## src/rtl/sim_mon_pkg.sv

```systemverilog
// Shared types for the simulation run monitor: FSM states, termination codes, width helper.
// Pure declarations; no latency, no flow control.
package sim_mon_pkg;

   typedef enum logic [1:0] {
      S_IDLE       = 2'd0,
      S_RESET_HOLD = 2'd1,
      S_RUN        = 2'd2,
      S_DONE       = 2'd3
   } state_t;

   localparam logic [1:0] ST_NONE    = 2'b00;
   localparam logic [1:0] ST_HALT    = 2'b01;
   localparam logic [1:0] ST_TIMEOUT = 2'b10;
   localparam logic [1:0] ST_STALL   = 2'b11;

   // Counter width able to hold 0..v-1, never narrower than one bit.
   function automatic int cnt_w(input int v);
      return (v <= 2) ? 1 : $clog2(v);
   endfunction

endpackage

```

## src/rtl/pc_trace_buf.sv

```systemverilog
// Circular PC trace with saturating entry count; read data registered one cycle after rd_idx_i.
// Writes accepted every enabled cycle, oldest entry overwritten when full; no backpressure.
module pc_trace_buf #(
   parameter int PC_W        = 64,
   parameter int TRACE_DEPTH = 16
) (
   input  logic                           clk,
   input  logic                           rst,
   input  logic                           clr_i,
   input  logic                           wr_en_i,
   input  logic [PC_W-1:0]                wr_pc_i,
   input  logic [$clog2(TRACE_DEPTH)-1:0] rd_idx_i,
   output logic [$clog2(TRACE_DEPTH):0]   count_o,
   output logic [PC_W-1:0]                rd_pc_o
);

   localparam int IDX_W = $clog2(TRACE_DEPTH);
   localparam int CNT_W = IDX_W + 1;

   logic [PC_W-1:0]  mem_q [TRACE_DEPTH];
   logic [IDX_W-1:0] wptr_q, wptr_d;
   logic [CNT_W-1:0] count_q, count_d;
   logic [IDX_W-1:0] rd_addr;
   logic [PC_W-1:0]  rd_pc_q;

   // Index 0 is the newest entry; power-of-two depth makes the subtraction wrap for free.
   assign rd_addr = wptr_q - IDX_W'(1) - rd_idx_i;

   always_comb begin
      wptr_d  = wptr_q;
      count_d = count_q;
      if (clr_i) begin
         wptr_d  = '0;
         count_d = '0;
      end else if (wr_en_i) begin
         wptr_d = wptr_q + IDX_W'(1);
         if (count_q != CNT_W'(TRACE_DEPTH)) begin
            count_d = count_q + CNT_W'(1);
         end
      end
   end

   always_ff @(posedge clk or posedge rst) begin
      if (rst) begin
         wptr_q  <= '0;
         count_q <= '0;
         rd_pc_q <= '0;
      end else begin
         wptr_q  <= wptr_d;
         count_q <= count_d;
         rd_pc_q <= mem_q[rd_addr];
      end
   end

   always_ff @(posedge clk) begin
      if (wr_en_i && !clr_i) begin
         mem_q[wptr_q] <= wr_pc_i;
      end
   end

   assign count_o = count_q;
   assign rd_pc_o = rd_pc_q;

endmodule

```

## src/rtl/sim_run_monitor.sv

```systemverilog
// Run-control monitor: sequences cpu reset, counts RUN cycles, traces PC changes, ends on halt/stall/timeout.
// Termination registered on the deciding edge (done next cycle); trace read has one-cycle latency; no backpressure.
module sim_run_monitor
   import sim_mon_pkg::*;
#(
   parameter int PC_W         = 64,
   parameter int TRACE_DEPTH  = 16,
   parameter int MAX_CYCLES   = 1000,
   parameter int STALL_LIMIT  = 8,
   parameter int RESET_CYCLES = 2
) (
   input  logic                           clk,
   input  logic                           reset,
   input  logic                           start,
   input  logic [PC_W-1:0]                pc,
   input  logic                           halted,
   output logic                           cpu_reset,
   output logic                           done,
   output logic [1:0]                     status,
   output logic [31:0]                    cycle_count,
   output logic [$clog2(TRACE_DEPTH):0]   trace_count,
   input  logic [$clog2(TRACE_DEPTH)-1:0] trace_rd_idx,
   output logic [PC_W-1:0]                trace_rd_pc
);

   localparam int HOLD_W  = cnt_w(RESET_CYCLES);
   localparam int STALL_W = $clog2(STALL_LIMIT + 1);

   state_t             state_q, state_d;
   logic [HOLD_W-1:0]  hold_q, hold_d;
   logic [31:0]        cycle_q, cycle_d;
   logic [STALL_W-1:0] stall_q, stall_d;
   logic [1:0]         status_q, status_d;
   logic [PC_W-1:0]    last_pc_q, last_pc_d;
   logic               trace_clr, trace_wr;

   always_ff @(posedge clk or posedge reset) begin
      if (reset) begin
         state_q   <= S_IDLE;
         hold_q    <= '0;
         cycle_q   <= '0;
         stall_q   <= '0;
         status_q  <= ST_NONE;
         last_pc_q <= '0;
      end else begin
         state_q   <= state_d;
         hold_q    <= hold_d;
         cycle_q   <= cycle_d;
         stall_q   <= stall_d;
         status_q  <= status_d;
         last_pc_q <= last_pc_d;
      end
   end

   always_comb begin
      state_d   = state_q;
      hold_d    = hold_q;
      cycle_d   = cycle_q;
      stall_d   = stall_q;
      status_d  = status_q;
      last_pc_d = last_pc_q;
      trace_clr = 1'b0;
      trace_wr  = 1'b0;
      case (state_q)
         S_IDLE, S_DONE: begin
            if (start) begin
               state_d   = S_RESET_HOLD;
               hold_d    = '0;
               cycle_d   = '0;
               stall_d   = '0;
               status_d  = ST_NONE;
               trace_clr = 1'b1;
            end
         end
         S_RESET_HOLD: begin
            if (hold_q == HOLD_W'(RESET_CYCLES - 1)) begin
               state_d = S_RUN;
            end else begin
               hold_d = hold_q + HOLD_W'(1);
            end
         end
         S_RUN: begin
            cycle_d = cycle_q + 32'd1;
            // cycle_q is zero only on the first RUN cycle, when last_pc holds nothing meaningful.
            if ((cycle_q == 32'd0) || (pc != last_pc_q)) begin
               trace_wr  = 1'b1;
               last_pc_d = pc;
               stall_d   = '0;
            end else if (stall_q != STALL_W'(STALL_LIMIT)) begin
               stall_d = stall_q + STALL_W'(1);
            end
            if (halted) begin
               status_d = ST_HALT;
               state_d  = S_DONE;
            end else if (stall_d == STALL_W'(STALL_LIMIT)) begin
               status_d = ST_STALL;
               state_d  = S_DONE;
            end else if (cycle_d == 32'(MAX_CYCLES)) begin
               status_d = ST_TIMEOUT;
               state_d  = S_DONE;
            end
         end
         default: state_d = S_IDLE;
      endcase
   end

   // Decoded straight from state so the async reset asserts cpu_reset without waiting for a clock.
   assign cpu_reset   = (state_q == S_IDLE) || (state_q == S_RESET_HOLD);
   assign done        = (state_q == S_DONE);
   assign status      = status_q;
   assign cycle_count = cycle_q;

   pc_trace_buf #(
      .PC_W        (PC_W),
      .TRACE_DEPTH (TRACE_DEPTH)
   ) u_trace (
      .clk      (clk),
      .rst      (reset),
      .clr_i    (trace_clr),
      .wr_en_i  (trace_wr),
      .wr_pc_i  (pc),
      .rd_idx_i (trace_rd_idx),
      .count_o  (trace_count),
      .rd_pc_o  (trace_rd_pc)
   );

endmodule
```

## config.mk

```make
export PLATFORM = sky130hd
export DESIGN_NAME = sim_run_monitor
export DESIGN_NICKNAME = d
export VERILOG_FILES = /design/src/rtl/sim_mon_pkg.sv /design/src/rtl/pc_trace_buf.sv /design/src/rtl/sim_run_monitor.sv
export SDC_FILE = /design/constraint.sdc
export NUM_CORES = 1
export LEC_CHECK = 0
export BUFFER_PORTS_ARGS = -buffer_cell sky130_fd_sc_hd__buf_2
export CAP_MARGIN = 25
export CORE_MARGIN = 2
export CORE_UTILIZATION = 45
export CTS_CLUSTER_SIZE = 12
export DETAILED_ROUTE_END_ITERATION = 6
export SLEW_MARGIN = 20
export SYNTH_ARGS = -nofsm -noshare
export SYNTH_HDL_FRONTEND = slang
export SYNTH_HIERARCHICAL = 1
export SYNTH_SLANG_ARGS = --single-unit
export TNS_END_PERCENT = 30
```

## constraint.sdc

```tcl
create_clock -name clk -period 6.1 [get_ports clk]
set_input_delay 0.305 -clock clk [delete_from_list [all_inputs] [get_ports clk]]
set_output_delay 0.305 -clock clk [all_outputs]
set_load 0.005 [all_outputs]
```

==> impl_metrics.csv, run 1 <==
group,metric,value,unit
routing,vias,25400,
global_route,antenna_found_initial,8,
power,p_sw_share,28.8,%
power,peakVddDrop,0.373,mV
global_route,track_usage,21.0,%
hold_path,hp-class,"in -> reg",
logic_synthesis,synth_top_cells_by_count,"edfxtp_1, mux4_2, nand2_1, dfrtp_1, o211ai_1",
power,p_clk_share,32.3,%
routing,wl_met3,7000,um
logic_synthesis,yosysMostFrequentCell,"edfxtp_1",
logic_synthesis,synth_top_family_by_area,"multiplexers",
global_route,grt_overflow,0,
routing,wl_met2,55700,um
floorplan,die_w,331,um
logic_synthesis,synth-seq-cells,1202,
critical_path,cp_common_cell,"and2_4",
clocking,root_buffer,"clkbuf_16",
critical_path,setup.worst_path.start_class,"register",
place,io_buffer_count,176,
sta,slew_headroom,30.4,%
place,dpl.hpwl,67800,um
clocking,clockBufferDepth,3,
layout,drive_above_1_share,25.9,%
clocking,cts_sinks,1202,
power,power_leakage,18.8,nW
routing,via_per_inst,5.87,
power,seq_power_share,41.9,%
logic_synthesis,syn_avg_cell_area,18.8,um^2
outcome,outcome,"complete, no violations",
clocking,post_cts_resized,0,
critical_path,cpPeakStageDelay,0.62,ns
sta,worst_slew_pin_slew,1.04,ns
floorplan,fp.dieArea,0.110,mm^2
sta,fmax,225,MHz
routing,wl_met1,49200,um
logic_synthesis,synthXorXnorAreaFrac,1.45,%
floorplan,fp.dieH,331,um
logic_synthesis,synth-compound-area-share,4.75,%
sta,fin_skew,0.0315,ns
logic_synthesis,synth_area_leaders,"edfxtp_1, mux4_2, dfrtp_1, o211ai_1, nand2_1",
logic_synthesis,synth_area,0.0482,mm^2
routing,postRouteAntennaNets,0,
floorplan,core,0.107,mm^2
layout,utilization,52.0,%
clocking,htreeDepth,4,
critical_path,crit_type,"reg -> reg",
critical_path,cp_num_buf_inv,1,
floorplan,io_pins,177,
routing,drt_iter0_drc,2051,
clocking,cts_tree,"done",
logic_synthesis,yosys.area.top_type,"edfxtp_1",
logic_synthesis,ys_types,71,
routing,routed_wl,114000,um
routing,top_layer,"met5",
logic_synthesis,ys_seq_area_share,73.0,%
global_route,grt_max_degree,129,
critical_path,crit_slowest_cell,"and2_4",
logic_synthesis,syn_nets,2653,
critical_path,cp.arrival,4.79,ns
power,powerDensity,427,mW/mm^2
critical_path,cp.required,6.44,ns
routing,dr.pass1.iters,5,
routing,drc,0,
layout,fill_cells,8444,
critical_path,endpoint_kind,"register",
floorplan,fp-row-count,120,
sta,final_hold_viol_count,0,
logic_synthesis,yosysWarningCount,6,
sta,fin_setup_tns,0,ns
place,dp_worst_setup_slack,1.72,ns
logic_synthesis,synth.top_cell.area_share,63.7,%
place,place_congestion,0.784,
floorplan,initial_core_util,45.2,%
critical_path,path_cells,"nor4_1 -> nand4_1 -> o211ai_1 -> nor3_1 -> nand2_1 -> and2_4 -> nor2b_1 -> and3_1 -> and2_4 -> buf_4",
sta,fin_crit,4.45,ns
global_route,grt_pass1_wl,173000,um
critical_path,cp_top_family,"simple AND/OR/NAND/NOR gates",
sta,finalMaxSlewViolations,0,
routing,wl_per_cell,26.5,um
sta,rsz0062_at_grt,"no",
layout,area_growth,15.0,%
flow_run,max-cap-violations,0,
logic_synthesis,async_flop_share,14.8,%
sta,min_period_over_period,72.9,%
logic_synthesis,synth_cells,2561,
power,p_comb_share,25.8,%
logic_synthesis,synthSimpleGateAreaFrac,4.38,%
logic_synthesis,synth_ff_type,"edfxtp_1",
critical_path,worstPathMaxFanout,34,
clocking,numCtsBuffers,131,
sta,setup_ws,1.65,ns
clocking,clk_latency,0.73,ns
sta,finalSetupViolCount,0,
logic_synthesis,synthAdderAreaFrac,0.534,%
logic_synthesis,synth_edf_count,1024,
power,switchingPower,6.81,mW
clocking,clk_pin_slew,0.06,ns
global_route,grt_pass1_vias,26600,
logic_synthesis,synth_mux_area_share,13.7,%
power,p_int,16.9,mW
layout,nNetsFinal,2902,
## worst paths after layout
kind	endpoint	start	depth (start not counted)	slack, ns
worst max-delay path	u_trace/mem_q[15][41]$_DFFE_PP_	cycle_count[20]$_DFFE_PP0P_	10	1.65
worst min-delay path	u_trace/mem_q[15][39]$_DFFE_PP_	pc[39]	1	0.03
worst max register to register	u_trace/mem_q[15][41]$_DFFE_PP_	cycle_count[20]$_DFFE_PP0P_	10	1.65
worst min register to register	last_pc_q[28]$_DFFE_PP0P_	last_pc_q[28]$_DFFE_PP0P_	1	0.53
max in group asynchronous	last_pc_q[47]$_DFFE_PP0P_	reset	4	4.47
min in group asynchronous	u_trace/rd_pc_o[15]$_DFF_PP0_	reset	3	0.18
## registers in the layout, indices dropped and copies added, names as in the netlist
register / flops
cycle_count: 32
u_trace/rd_pc_o: 64
u_trace/mem_q: 1024
state_q: 2
hold_q: 1
status: 2
stall_q: 4
u_trace/wptr_q: 4
u_trace/count_o: 5
last_pc_q: 64
## power groups by stage
stage               clock, mW  combinational (mW)  sequential (mW)
finish                   7.65                6.12             9.92
global route             8.13                6.61             9.99
CTS                      7.82                6.24             9.92
detailed placement          0                6.19             10.1
global placement            0                6.13             10.1
floorplan                   0                4.31             10.1
## layout by cell type, fill, tap and decap left out, drive strengths merged, types with 10 or more instances in the layout
cell type and n:
a211o 64, a21oi 20, and2 19, buf 227
clkbuf 195, clkinv 22, dfrtp 178, dlygate4sd3 57
edfxtp 1024, ha 19, inv 32, mux2 65
mux4 256, nand2 230, nand3 25, nand4 26
nor2 40, nor4 28, o211ai 130, o21ai 45
o31ai 14, or3 10, xnor2 17, xor2 63
## layout make-up
| class | instances | area (um^2) | share of cell area (%) |
|---|---|---|---|
| Multi-Input combinational cell | 1169 | 12100 | 21.8 |
| Sequential cell | 1202 | 35200 | 63.5 |
| Clock inverter | 40 | 429 | 0.774 |
| Inverter | 22 | 87.6 | 0.158 |
| Clock buffer | 195 | 3730 | 6.73 |
| Antenna cell | 6 | 15.0 | 0.0271 |
| Timing Repair Buffer | 284 | 2130 | 3.85 |
| Tap cell | 1403 | 1760 | 3.16 |
## kinds of logic (layout without fill, tap and decap cells)
kind of cell             Yosys count  in the layout
AO/OA/AOI/OAI                    311            311
XOR/XNOR                          80             80
multiplexers                     325            325
buffers and inverters            190            541
flip-flops                      1202           1202
AND/OR/NAND/NOR                  433            433
adder cells (fa/ha/maj)           20             20
other                              0              6
## timing repair
| action | in CTS | in global routing |
|---|---|---|
| hold buffers | 57 | 0 |
| hold endpoints to repair | 902 | 0 |
| setup buffers | 0 | 0 |
## metrics by stage
stage | instance area, um^2 | instances | hold WS, ns | power (mW)
after floorplan | 48200 | 2561 | 0.404 | 14.4
after global placement | 50400 | 4010 | 0.424 | 16.2
after detailed placement | 50700 | 4022 | 0.434 | 16.3
after CTS | 55400 | 4314 | 0.00328 | 24.0
after global routing | 55500 | 4318 | 0.0298 | 24.7
final | 55500 | 4321 | 0.0350 | 23.7
## metal layers
metal | global-route usage, % | vias up
met5 | 0 | -
met4 | 5.87 | 4
met3 | 4.12 | 182
met2 | 34.1 | 810
met1 | 29.0 | 13500
li1 | - | 10800
No activity file was read; power rests on OpenSTA's default activity.
==> inputs of run 2 (changes only) <==
- clock period: 6.1 -> 4.6 ns (I/O delays scaled with it)
==> impl_metrics.csv, run 2 (synthesis results as in run 1) <==
group,metric,value,unit
outcome,outcome,"complete, no violations",
floorplan,die_w,331,um
layout,drive_above_1_share,26.6,%
layout,largest_register_ffs,1024,
layout,mostFrequentLayoutCells,"edfxtp_1, mux4_2, nand2_1, dfrtp_1, buf_2",
floorplan,core,0.107,mm^2
global_route,grt_overflow,0,
critical_path,crit_slowest_cell,"and2_4",
critical_path,setup.worst_path.start_class,"register",
layout,layout.cells.most_common,"edfxtp_1",
global_route,antenna_found_initial,4,
flow_run,max-cap-violations,0,
clocking,numCtsBuffers,130,
power,p_sw_share,28.7,%
place,placed_cell_area,0.0511,mm^2
power,power,31.4,mW
power,p_int,22.4,mW
power,seq_power_share,42.0,%
place,dp_worst_setup_slack,0.493,ns
routing,routed_wl,117000,um
clocking,clk_latency,0.74,ns
sta,fin_skew,0.0331,ns
sta,rsz0062_at_grt,"no",
layout,nNetsFinal,2951,
floorplan,io_pins,177,
clocking,cts_tree,"done",
floorplan,fp-row-count,120,
sta,slew_headroom,27.1,%
clocking,root_buffer,"clkbuf_16",
layout,final_cell_area,0.0559,mm^2
routing,drt_iter0_drc,2380,
clocking,clk_pin_slew,0.06,ns
critical_path,cp.arrival,4.45,ns
clocking,cts_sinks,1202,
clocking,clockBufferDepth,3,
routing,dr.pass1.iters,5,
place,io_buffer_count,176,
critical_path,path_cells,"nor4_1 -> nand4_1 -> o211ai_1 -> nor3_1 -> nand2_1 -> and2_4 -> nor2b_1 -> nor3b_1 -> and2_4 -> buf_12",
routing,vias,25500,
critical_path,worstPathMaxFanout,32,
sta,final_hold_viol_count,0,
power,powerDensity,561,mW/mm^2
critical_path,cp_common_cell,"and2_4",
sta,worst_slew_pin_slew,1.09,ns
sta,setup_ws,0.551,ns
sta,min_period_over_period,88.0,%
clocking,htreeDepth,4,
place,placedCellCount,4060,
critical_path,crit_type,"reg -> reg",
sta,finalMaxSlewViolations,0,
clocking,cts_setup_buffers,0,
layout,fin_cells,4365,
power,p_clk_share,31.8,%
place,place_congestion,0.848,
layout,fill_cells,8413,
sta,finalSetupViolCount,0,
power,peakVddDrop,0.453,mV
routing,drc,0,
routing,via_per_inst,5.85,
layout,area_growth,15.9,%
hold_path,hp-class,"in -> async",
floorplan,initial_core_util,45.2,%
global_route,grt_pass1_wl,175000,um
power,switchingPower,9.00,mW
routing,postRouteAntennaNets,0,
floorplan,fp.dieArea,0.110,mm^2
routing,wl_per_cell,26.8,um
floorplan,fp.dieH,331,um
sta,fin_crit,4.05,ns
layout,utilization,52.4,%
critical_path,endpoint_kind,"register",
global_route,grt_max_degree,75,
critical_path,cp.required,5.00,ns
critical_path,cpPeakStageDelay,0.69,ns
place,dpl.hpwl,70100,um
global_route,grt_pass1_vias,26900,
power,power_leakage,19.0,nW
power,p_comb_share,26.2,%
global_route,track_usage,21.5,%
layout,top_register,"u_trace/mem_q",
sta,fmax,247,MHz
-- run 2: cell count changes in the layout (fill, tap and decap cells not counted), sizes merged --
cell / delta
buf: +40
dlygate4sd3: +10
diode: -5
inv: -4
clkinv: +3
-- run 2: worst paths after layout --
| path | end | cells past startpoint | slack [ns] | startpoint |
|---|---|---|---|---|
| hold / removal | cycle_count[1]$_DFFE_PP0P_ | 3 | 0.05 | reset |
| setup reg to reg | u_trace/mem_q[3][50]$_DFFE_PP_ | 10 | 0.55 | cycle_count[20]$_DFFE_PP0P_ |
| max in group asynchronous | last_pc_q[36]$_DFFE_PP0P_ | 5 | 3.32 | reset |
| setup / recovery | u_trace/mem_q[3][50]$_DFFE_PP_ | 10 | 0.55 | cycle_count[20]$_DFFE_PP0P_ |
| hold reg to reg | last_pc_q[36]$_DFFE_PP0P_ | 1 | 0.53 | last_pc_q[36]$_DFFE_PP0P_ |
| min in group clk | u_trace/mem_q[12][60]$_DFFE_PP_ | 2 | 0.33 | pc[60] |
-- run 2: metrics by stage --
stage	TNS [ns]	hold WS (ns)
2_1_floorplan	-108.63	0.329
3_3_place_gp	0	0.413
3_5_place_dp	0	0.417
4_1_cts	0	0.00478
5_1_grt	0	0.0499
6_report	0	0.0506
-- run 2: worst max-delay path: cells and delay by family (launching register included) --
| kind | cells | cell delay [ns] |
|---|---|---|
| compound gates | 1 | 0.24 |
| buf+inv | 1 | 0.27 |
| simple gates | 8 | 2.60 |
| flops | 1 | 0.52 |
-- run 2: layout make-up --
cell class                 count  area [um^2]  share of cell area [%]
antenna                        1         2.50                 0.00447
clock buffer                 195         3660                    6.54
clock inverter                39          432                   0.772
inverter                      22         87.6                   0.157
multi-input combinational   1169        12100                    21.6
sequential                  1202        35200                    62.9
tap                         1403         1760                    3.14
timing repair buffer         334         2680                    4.80
-- run 2: power by group through the flow --
stage	logic [mW]	clock network [mW]	registers, mW
2_1_floorplan	5.71	0	13.3
3_5_place_dp	8.30	0	13.4
5_1_grt	8.89	10.7	13.3
6_report	8.23	10.0	13.2
4_1_cts	8.38	10.2	13.2
3_3_place_gp	8.22	0	13.3
-- run 2: what timing repair did --
item                                   in CTS  in global routing
hold buffers                               65                  2
resized for setup                           0                  0
endpoints found under the hold margin    1011                  4
-- run 2: routing by layer --
layer,vias up,wire length [um],track usage [%]
li1,10900,-,-
met1,13600,48900,28.4
met2,801,58300,35.9
met3,181,7040,4.74
met4,0,2780,6.15
met5,-,0,0
